$ cat src/rtl/axis_alu_pkg.sv
// Shared definitions for the dual-operand AXI-Stream ALU blocks and their
// operand pair transmitter: FSM state encoding, stream IDs and default width.
package axis_alu_pkg;

   localparam int unsigned DATA_W = 32;
   localparam int unsigned TID_W  = 2;

   localparam logic [TID_W-1:0] TID_A = 2'd0;
   localparam logic [TID_W-1:0] TID_B = 2'd1;

   typedef enum logic [1:0] {
      WAIT_A,
      WAIT_B,
      ISSUE
   } pair_state_t;

endpackage

$ cat src/rtl/axis_operand_pair_tx.sv
// De-interleaves one operand stream (A word, then B word) into two master
// streams whose valids rise and fall together, as the ALU slave ports need.
// Optional build macro TID_CHECK_EN: drop and flag words whose tid does not
// match the expected operand slot; otherwise order alone defines A/B.
module axis_operand_pair_tx #(
   parameter int unsigned DATA_W = axis_alu_pkg::DATA_W,
   parameter int unsigned CNT_W  = 16
) (
   input  logic                           aclk,
   input  logic                           aresetn,
   // interleaved operand input
   input  logic [DATA_W-1:0]              s_tdata,
   input  logic                           s_tvalid,
   output logic                           s_tready,
   input  logic                           s_tlast,
   input  logic [axis_alu_pkg::TID_W-1:0] s_tid,
   // operand A output
   output logic [DATA_W-1:0]              a_tdata,
   output logic                           a_tvalid,
   input  logic                           a_tready,
   output logic                           a_tlast,
   output logic [axis_alu_pkg::TID_W-1:0] a_tid,
   // operand B output
   output logic [DATA_W-1:0]              b_tdata,
   output logic                           b_tvalid,
   input  logic                           b_tready,
   output logic                           b_tlast,
   output logic [axis_alu_pkg::TID_W-1:0] b_tid,
   // status
   output logic [CNT_W-1:0]               pair_cnt,
   output logic                           err
);

   import axis_alu_pkg::*;

   pair_state_t       state_q, state_d;
   logic [DATA_W-1:0] hold_a_q, hold_a_d;
   logic [DATA_W-1:0] hold_b_q, hold_b_d;
   logic              last_q, last_d;
   logic [CNT_W-1:0]  cnt_q, cnt_d;
   logic              err_q, err_d;

   logic              accept;
   logic              s_hs;
   logic              drop_a;
   logic              drop_b;

`ifdef TID_CHECK_EN
   // A slot takes only tid==TID_A without tlast; B slot only tid==TID_B.
   assign drop_a = (s_tid != TID_A) || s_tlast;
   assign drop_b = (s_tid != TID_B);
`else
   logic unused_tid;
   assign unused_tid = ^s_tid;
   assign drop_a     = 1'b0;
   assign drop_b     = 1'b0;
`endif

   // both sinks must take the pair in the same cycle
   assign accept = (state_q == ISSUE) && a_tready && b_tready;
   assign s_hs   = s_tvalid && s_tready;

   assign a_tvalid = (state_q == ISSUE);
   assign b_tvalid = (state_q == ISSUE);
   assign a_tdata  = hold_a_q;
   assign b_tdata  = hold_b_q;
   assign a_tlast  = last_q;
   assign b_tlast  = last_q;
   assign a_tid    = TID_A;
   assign b_tid    = TID_B;
   assign pair_cnt = cnt_q;
   assign err      = err_q;

   // input ready: always open while collecting, only on joint accept in ISSUE
   always_comb begin
      s_tready = 1'b1;
      if (state_q == ISSUE) begin
         s_tready = accept;
      end
   end

   // next-state, operand capture, pair counting and drop flag
   always_comb begin
      state_d  = state_q;
      hold_a_d = hold_a_q;
      hold_b_d = hold_b_q;
      last_d   = last_q;
      cnt_d    = cnt_q;
      err_d    = 1'b0;
      case (state_q)
         WAIT_A: begin
            if (s_hs) begin
               if (drop_a) begin
                  err_d = 1'b1;
               end else begin
                  hold_a_d = s_tdata;
                  state_d  = WAIT_B;
               end
            end
         end
         WAIT_B: begin
            if (s_hs) begin
               if (drop_b) begin
                  err_d = 1'b1;
               end else begin
                  hold_b_d = s_tdata;
                  last_d   = s_tlast;
                  state_d  = ISSUE;
               end
            end
         end
         ISSUE: begin
            if (accept) begin
               cnt_d   = cnt_q + 1'b1;
               state_d = WAIT_A;
               // the next A word may land in the same cycle the pair leaves
               if (s_hs) begin
                  if (drop_a) begin
                     err_d = 1'b1;
                  end else begin
                     hold_a_d = s_tdata;
                     state_d  = WAIT_B;
                  end
               end
            end
         end
         default: state_d = WAIT_A;
      endcase
   end

   // state and holding registers; reset discards any partial or pending pair
   always_ff @(posedge aclk) begin
      if (!aresetn) begin
         state_q  <= WAIT_A;
         hold_a_q <= '0;
         hold_b_q <= '0;
         last_q   <= 1'b0;
         cnt_q    <= '0;
         err_q    <= 1'b0;
      end else begin
         state_q  <= state_d;
         hold_a_q <= hold_a_d;
         hold_b_q <= hold_b_d;
         last_q   <= last_d;
         cnt_q    <= cnt_d;
         err_q    <= err_d;
      end
   end

endmodule

$ cat config.mk
export PLATFORM = sky130hd
export DESIGN_NAME = axis_operand_pair_tx
export DESIGN_NICKNAME = d
export VERILOG_FILES = /design/src/rtl/axis_alu_pkg.sv /design/src/rtl/axis_operand_pair_tx.sv
export SDC_FILE = /design/constraint.sdc
export NUM_CORES = 1
export LEC_CHECK = 0
export CELL_PAD_IN_SITES_DETAIL_PLACEMENT = 1
export CELL_PAD_IN_SITES_GLOBAL_PLACEMENT = 1
export CORE_UTILIZATION = 27
export CTS_CLUSTER_SIZE = 40
export DETAILED_ROUTE_END_ITERATION = 10
export HOLD_SLACK_MARGIN = 0.1
export PLACE_DENSITY_LB_ADDON = 0.1
export SLEW_MARGIN = 30
export SYNTH_ARGS = -nofsm -noshare
export SYNTH_HDL_FRONTEND = slang
export SYNTH_SLANG_ARGS = --single-unit
$ cat constraint.sdc
create_clock -name aclk -period 1.7 [get_ports aclk]
set_input_delay 0.255 -clock aclk [delete_from_list [all_inputs] [get_ports aclk]]
set_output_delay 0.255 -clock aclk [all_outputs]
set_load 0.05 [all_outputs]
# --- Word level (Yosys, flattened, before mapping) ---
# Index checks and enable logic that the tools add are counted.
word_totals:
  ff_bits: 83
  input_bits: 40
  out_inout_bits: 90
  elab_cells: 29
op_classes:
  addsub: 1
  eq_ne: 5
  muxes: 9
  reduce_logical: 9
op_table:
  columns: ["op", "n"]
  rows:
  - ["$mux W32", 2]
  - ["$pmux W32 S2", 1]
  - ["$add A16 B1 Y16 const B", 1]
  - ["$mux W2", 3]
  - ["$pmux W2 S3", 1]
  - ["$reduce_and A2 Y1", 3]
  - ["$ne A2 B2 Y1 const B", 2]
  - ["$logic_and A1 B1 Y1", 3]
  - ["$reduce_and A3 Y1", 1]
  - ["$eq A2 B1 Y1 const B", 1]
  - ["$eq A2 B2 Y1 const B", 1]
  - ["$logic_not A2 Y1", 1]
  - ["$mux W1", 2]
  - ["$ne A2 B1 Y1 const B", 1]
  - ["$reduce_bool A2 Y1", 1]

# --- Logic depth before layout (Yosys ltp) ---
logic_depth:
  ltp_word: 8
  depth_mapped: 6
  ltp_nobuf: 5

# --- Worst setup path before layout ---
# OpenSTA, ideal clock, no wires.
synth_timing:
  kind: "reg-to-reg"
  start: "register state_q[1]"
  end: "register state_q[1]"
  setup_ns: 0.076
  arrival_ns: 2.037
  path_slack_ns: -0.413
  path_stages_with_launch: 5
  path_buffers: 1
  path_cell_list: "dfxtp_1 buf_4 nor2b_1 nand2_1 a21oi_1"
synth_via:
  elab_chain_len: 7
  word_cells_on_any_way: 12
  classes_between: "5 x eq/ne; 2 x mux; 5 x reduce/logical"
synth_lines:
  columns: ["item", "line", "source"]
  rows:
  - ["from (decl)", "axis_operand_pair_tx.sv:36", "pair_state_t state_q, state_d;"]
  - ["from (signal assigned)", "axis_operand_pair_tx.sv:141", "state_q <= state_d;"]
  - ["$eq A2 B2 Y1 (*)", null, null]
  - ["net a_tvalid", "axis_operand_pair_tx.sv:19", "output logic a_tvalid,"]
  - ["$logic_and A1 B1 Y1 (2 in series)", "axis_operand_pair_tx.sv:60", "assign accept = (state_q == ISSUE) && a_tready && b_tready;"]
  - ["$mux W1 (*)", "axis_operand_pair_tx.sv:77", "if (state_q == ISSUE) begin"]
  - ["net s_tready", "axis_operand_pair_tx.sv:14", "output logic s_tready,"]
  - ["$logic_and A1 B1 Y1 (*)", "axis_operand_pair_tx.sv:61", "assign s_hs = s_tvalid && s_tready;"]
  - ["$ne A2 B2 Y1 (no line)", null, null]
  - ["$reduce_and A3 Y1 (no line) (*)", null, null]
# The timed path passes the listed nets; every way through them passes the cells marked *.
# A chain may end at the register's enable or synchronous reset.

# --- Worst setup path in the final report ---
layout_timing:
  start: "register state_q[0]"
  end: "register cnt_q[15] (netlist: pair_cnt[15])"
layout_via:
  elab_chain_len: 4
layout_lines:
  columns: ["item", "line", "source"]
  rows:
  - ["$eq A2 B2 Y1 (*)", "axis_operand_pair_tx.sv:60, axis_operand_pair_tx.sv:90", null]
  - ["$logic_and A1 B1 Y1 (2 in series)", "axis_operand_pair_tx.sv:60", null]
  - ["$reduce_and A2 Y1 (no line) (*)", null, null]
  - ["to (signal assigned)", "axis_operand_pair_tx.sv:145", "cnt_q <= cnt_d;"]
  - ["to (decl)", "axis_operand_pair_tx.sv:40", "logic [CNT_W-1:0] cnt_q, cnt_d;"]
# Every way passes the cells marked *; elsewhere a longest branch is shown, timed or not.

==> results.cfg <==
[timing]
drv_slew = 0
post-route-period-util = 0.950
finClkSkew_ns = 0.00378
setup-violations-final = 0
final-hold-violation-count = 0
fin_tns_setup_ns = 0
max_clock_freq_ghz = 0.619
fin_worst_hold_slack_ns = 0.454
timing.final.crit_period_ns = 1.62
rsz_0062_raised_after_global_routing = no
timing.final.ws_setup_ns = 0.0845

[clock_network]
cts_max_level = 3
cts_made_buffers = 9
clock_sink_count = 83
cts.path.max_buffers = 2
post_cts_clock_slew_at_the_launch_and_capture_registers_of_the_worst_setup_and_hold_paths_ns = 0.06
hold_buffers = 0
worst_skew_pair.late_latency_ns = 0.33
root_buffer = sky130_fd_sc_hd__clkbuf_16
tritoncts = built

[synth]
number_of_different_library_cells_in_the_post_synthesis_netlist = 31
yosys-top-cells-area = sky130_fd_sc_hd__dfxtp_1 (53%), sky130_fd_sc_hd__nand2_1 (16%), sky130_fd_sc_hd__a21oi_1 (12%), sky130_fd_sc_hd__clkbuf_1 (2.5%), sky130_fd_sc_hd__buf_4 (1.9%)
synth-edff-count = 0
post-synth-top-area-cell = sky130_fd_sc_hd__dfxtp_1
share_of_flip_flops_with_an_asynchronous_set_or_reset_after_synthesis = 0
post-synth-top-area-fraction = 0.534
synth_compound_area_frac = 0.136
synth_seq_cells = 83
mappedNetlistArea_um2 = 3110
synth_top_flop_cell = sky130_fd_sc_hd__dfxtp_1
synthSimpleGateAreaFrac = 0.246
synthAdderAreaFrac = 0.00402
synth_seq_area_share = 0.534
synth.cells.most_frequent = sky130_fd_sc_hd__nand2_1 (136), sky130_fd_sc_hd__dfxtp_1 (83), sky130_fd_sc_hd__a21oi_1 (74)
syn_inst = 388
post_synth_mux_area_share = 0
synth.yosys.warnings = 0
synth_most_common_cell = sky130_fd_sc_hd__nand2_1
post_synth_xor_area_fraction = 0.0254
main_combinational_cell_family_by_area_after_synthesis = simple AND/OR/NAND/NOR gates
post_synth.cell_area_avg_um2 = 8.01

[placement]
place_area_um2 = 4420
gp_congestion = 0.734
place_ws_ns = -0.337
placement.io_buffers = 122
hpwlAfterDp_um = 6530

[global_routing]
number_of_global_route_vias_before_repair = 2972
gr-total-overflow = 0
grt_first_pass_wirelength_um = 14800
grt_start_max_net_pins = 84
grt_antenna_before_repair = 0
gr-usage-all-layers = 0.162

[layout]
n_diodes = 0
drive_above_1_share = 0.261
finish.instance_area_um2 = 4740
area_growth_pct = 52.5
final_nets = 554

[pwr]
worst_ir_drop_vdd_mv = 0.374
comb_power_share = 0.172
p_leak_nw = 1.94
power_switching_share = 0.275
p_seq_frac = 0.427
clock_power_share = 0.400
p_int_w = 0.00350
p_per_area_nw_per_um2 = 1020
switchingPower_w = 0.00133

[setup_path]
timing_worst_setup_path_type = reg -> reg
element_type_at_the_critical_path_start = flop
worst_setup_path_end_kind = flop
timing.critical_path.arrival_ns = 1.88
cp.required_ns = 1.96
timing.critical_path.fanout_max = 3

[outcome]
status = completed

[worst_hold_path]
hp-class = reg -> reg

[floorplanning]
boundaryPins = 130
die_area_um2 = 11900
die_w_um = 109
initial_core_util = 0.282
floorplan.rows = 38
area_of_the_core_region_um2 = 11000
die_height_um = 109

[routing]
top_layer_used = met4
dr_wl_met2_um = 4500
post_drt_wl_per_cell_um = 14.3
wl_um = 9400
drtAntennaViolNets = 0
dr_wl_met3_um = 773
route.detailed.vias_per_inst = 4.65
detailroute.via_count = 3059
met1_length_um = 3970
dr.first_iter.drc_count = 77
dr.pass1.iters = 4
detail_route.drc_violations = 0

[flow_run]
timing.max_cap.violations = 0
[logic make-up after synthesis]
group / count (synthesis)
adder cells (fa/ha/maj): 1
XOR/XNOR: 9
buffers and inverters: 35
other: 2
flip-flops: 83
AO/OA/AOI/OAI: 82
AND/OR/NAND/NOR: 176
[per-stage QoR]
stage / util / power, W / instances
3_3_place_gp: 0.401 / 0.00294 / 641
2_1_floorplan: - / 0.00261 / 391
5_1_grt: 0.430 / 0.00504 / 658
6_report: 0.430 / 0.00483 / 658
3_5_place_dp: 0.401 / 0.00295 / 641
4_1_cts: 0.429 / 0.00492 / 657
[worst max-delay path: stages (launching register included)]
cell                       delay [ns]
sky130_fd_sc_hd__dfxtp_1         0.33
sky130_fd_sc_hd__nand4b_4        0.17
sky130_fd_sc_hd__or4_4           0.56
sky130_fd_sc_hd__or3_1           0.35
sky130_fd_sc_hd__a21oi_1         0.13
[registers in the layout, indices dropped and copies added (netlist names)]
name and flops:
a_tdata 32, a_tlast 1, b_tdata 32, pair_cnt 16, state_q 2
[metal layers]
metal  GRT usage  up-vias
met5           0        -
met4      0.0743        0
met3      0.0539       10
met2       0.268       84
met1       0.190     1444
li1            -     1521
[path summary, 6_finish.rpt]
| path | startpoint | endpoint | slack (ns) | cells past startpoint |
|---|---|---|---|---|
| worst min-delay path | b_tdata[7]$_SDFFE_PN0P_ | b_tdata[7]$_SDFFE_PN0P_ | 0.45 | 2 |
| worst max register to register | state_q[0]$_SDFFE_PN0P_ | pair_cnt[15]$_SDFFE_PN0P_ | 0.08 | 4 |
| worst min register to register | b_tdata[7]$_SDFFE_PN0P_ | b_tdata[7]$_SDFFE_PN0P_ | 0.45 | 2 |
| worst max-delay path | state_q[0]$_SDFFE_PN0P_ | pair_cnt[15]$_SDFFE_PN0P_ | 0.08 | 4 |
[power groups by stage]
stage / Combinational [W] / Clock, W / Sequential (W)
final: 0.000833 / 0.00193 / 0.00206
after global routing: 0.000892 / 0.00208 / 0.00207
after CTS: 0.000847 / 0.00201 / 0.00206
after detailed placement: 0.000845 / 0 / 0.00211
after global placement: 0.000837 / 0 / 0.00210
after floorplan: 0.000234 / 0 / 0.00237
[cell usage in the layout (no fill, tap or decap), types with 2 or more instances in the layout]
cell | Yosys | layout
sky130_fd_sc_hd__inv_1 | 5 | 4
sky130_fd_sc_hd__clkbuf_1 | 21 | 3
sky130_fd_sc_hd__clkbuf_8 | 0 | 3
sky130_fd_sc_hd__a21oi_1 | 74 | 74
sky130_fd_sc_hd__dfxtp_1 | 83 | 71
sky130_fd_sc_hd__clkdlybuf4s50_1 | 0 | 35
sky130_fd_sc_hd__xnor2_1 | 6 | 6
sky130_fd_sc_hd__nand4_1 | 8 | 8
sky130_fd_sc_hd__o31ai_1 | 2 | 2
sky130_fd_sc_hd__dlymetal6s2s_1 | 0 | 2
sky130_fd_sc_hd__buf_12 | 0 | 6
sky130_fd_sc_hd__or3_1 | 4 | 4
sky130_fd_sc_hd__nand3_1 | 4 | 4
sky130_fd_sc_hd__or4_1 | 2 | 2
sky130_fd_sc_hd__nand2_1 | 136 | 136
sky130_fd_sc_hd__o21ai_0 | 4 | 4
sky130_fd_sc_hd__nor2_1 | 10 | 10
sky130_fd_sc_hd__nand3b_1 | 2 | 2
sky130_fd_sc_hd__clkbuf_16 | 0 | 10
sky130_fd_sc_hd__conb_1 | 2 | 5
sky130_fd_sc_hd__dfxtp_4 | 0 | 8
sky130_fd_sc_hd__dfxtp_2 | 0 | 4
sky130_fd_sc_hd__buf_4 | 8 | 98
sky130_fd_sc_hd__xor2_1 | 3 | 3
[what timing repair did]
item,4_1_cts,5_1_grt
endpoints found under the setup margin,1,5
pin swaps,0,2
cloned,0,0
setup buffers,0,1
endpoints found under the hold margin,0,0
resized for setup,1,2
[cell type report]
type,count,area (µm²)
sequential,83,1700
fill,1333,6290
tap,140,175
multi-input combinational,273,1320
clock buffer,16,303
timing repair buffer,141,1230
inverter,5,18.8
Power figures use the tool's default switching activity.
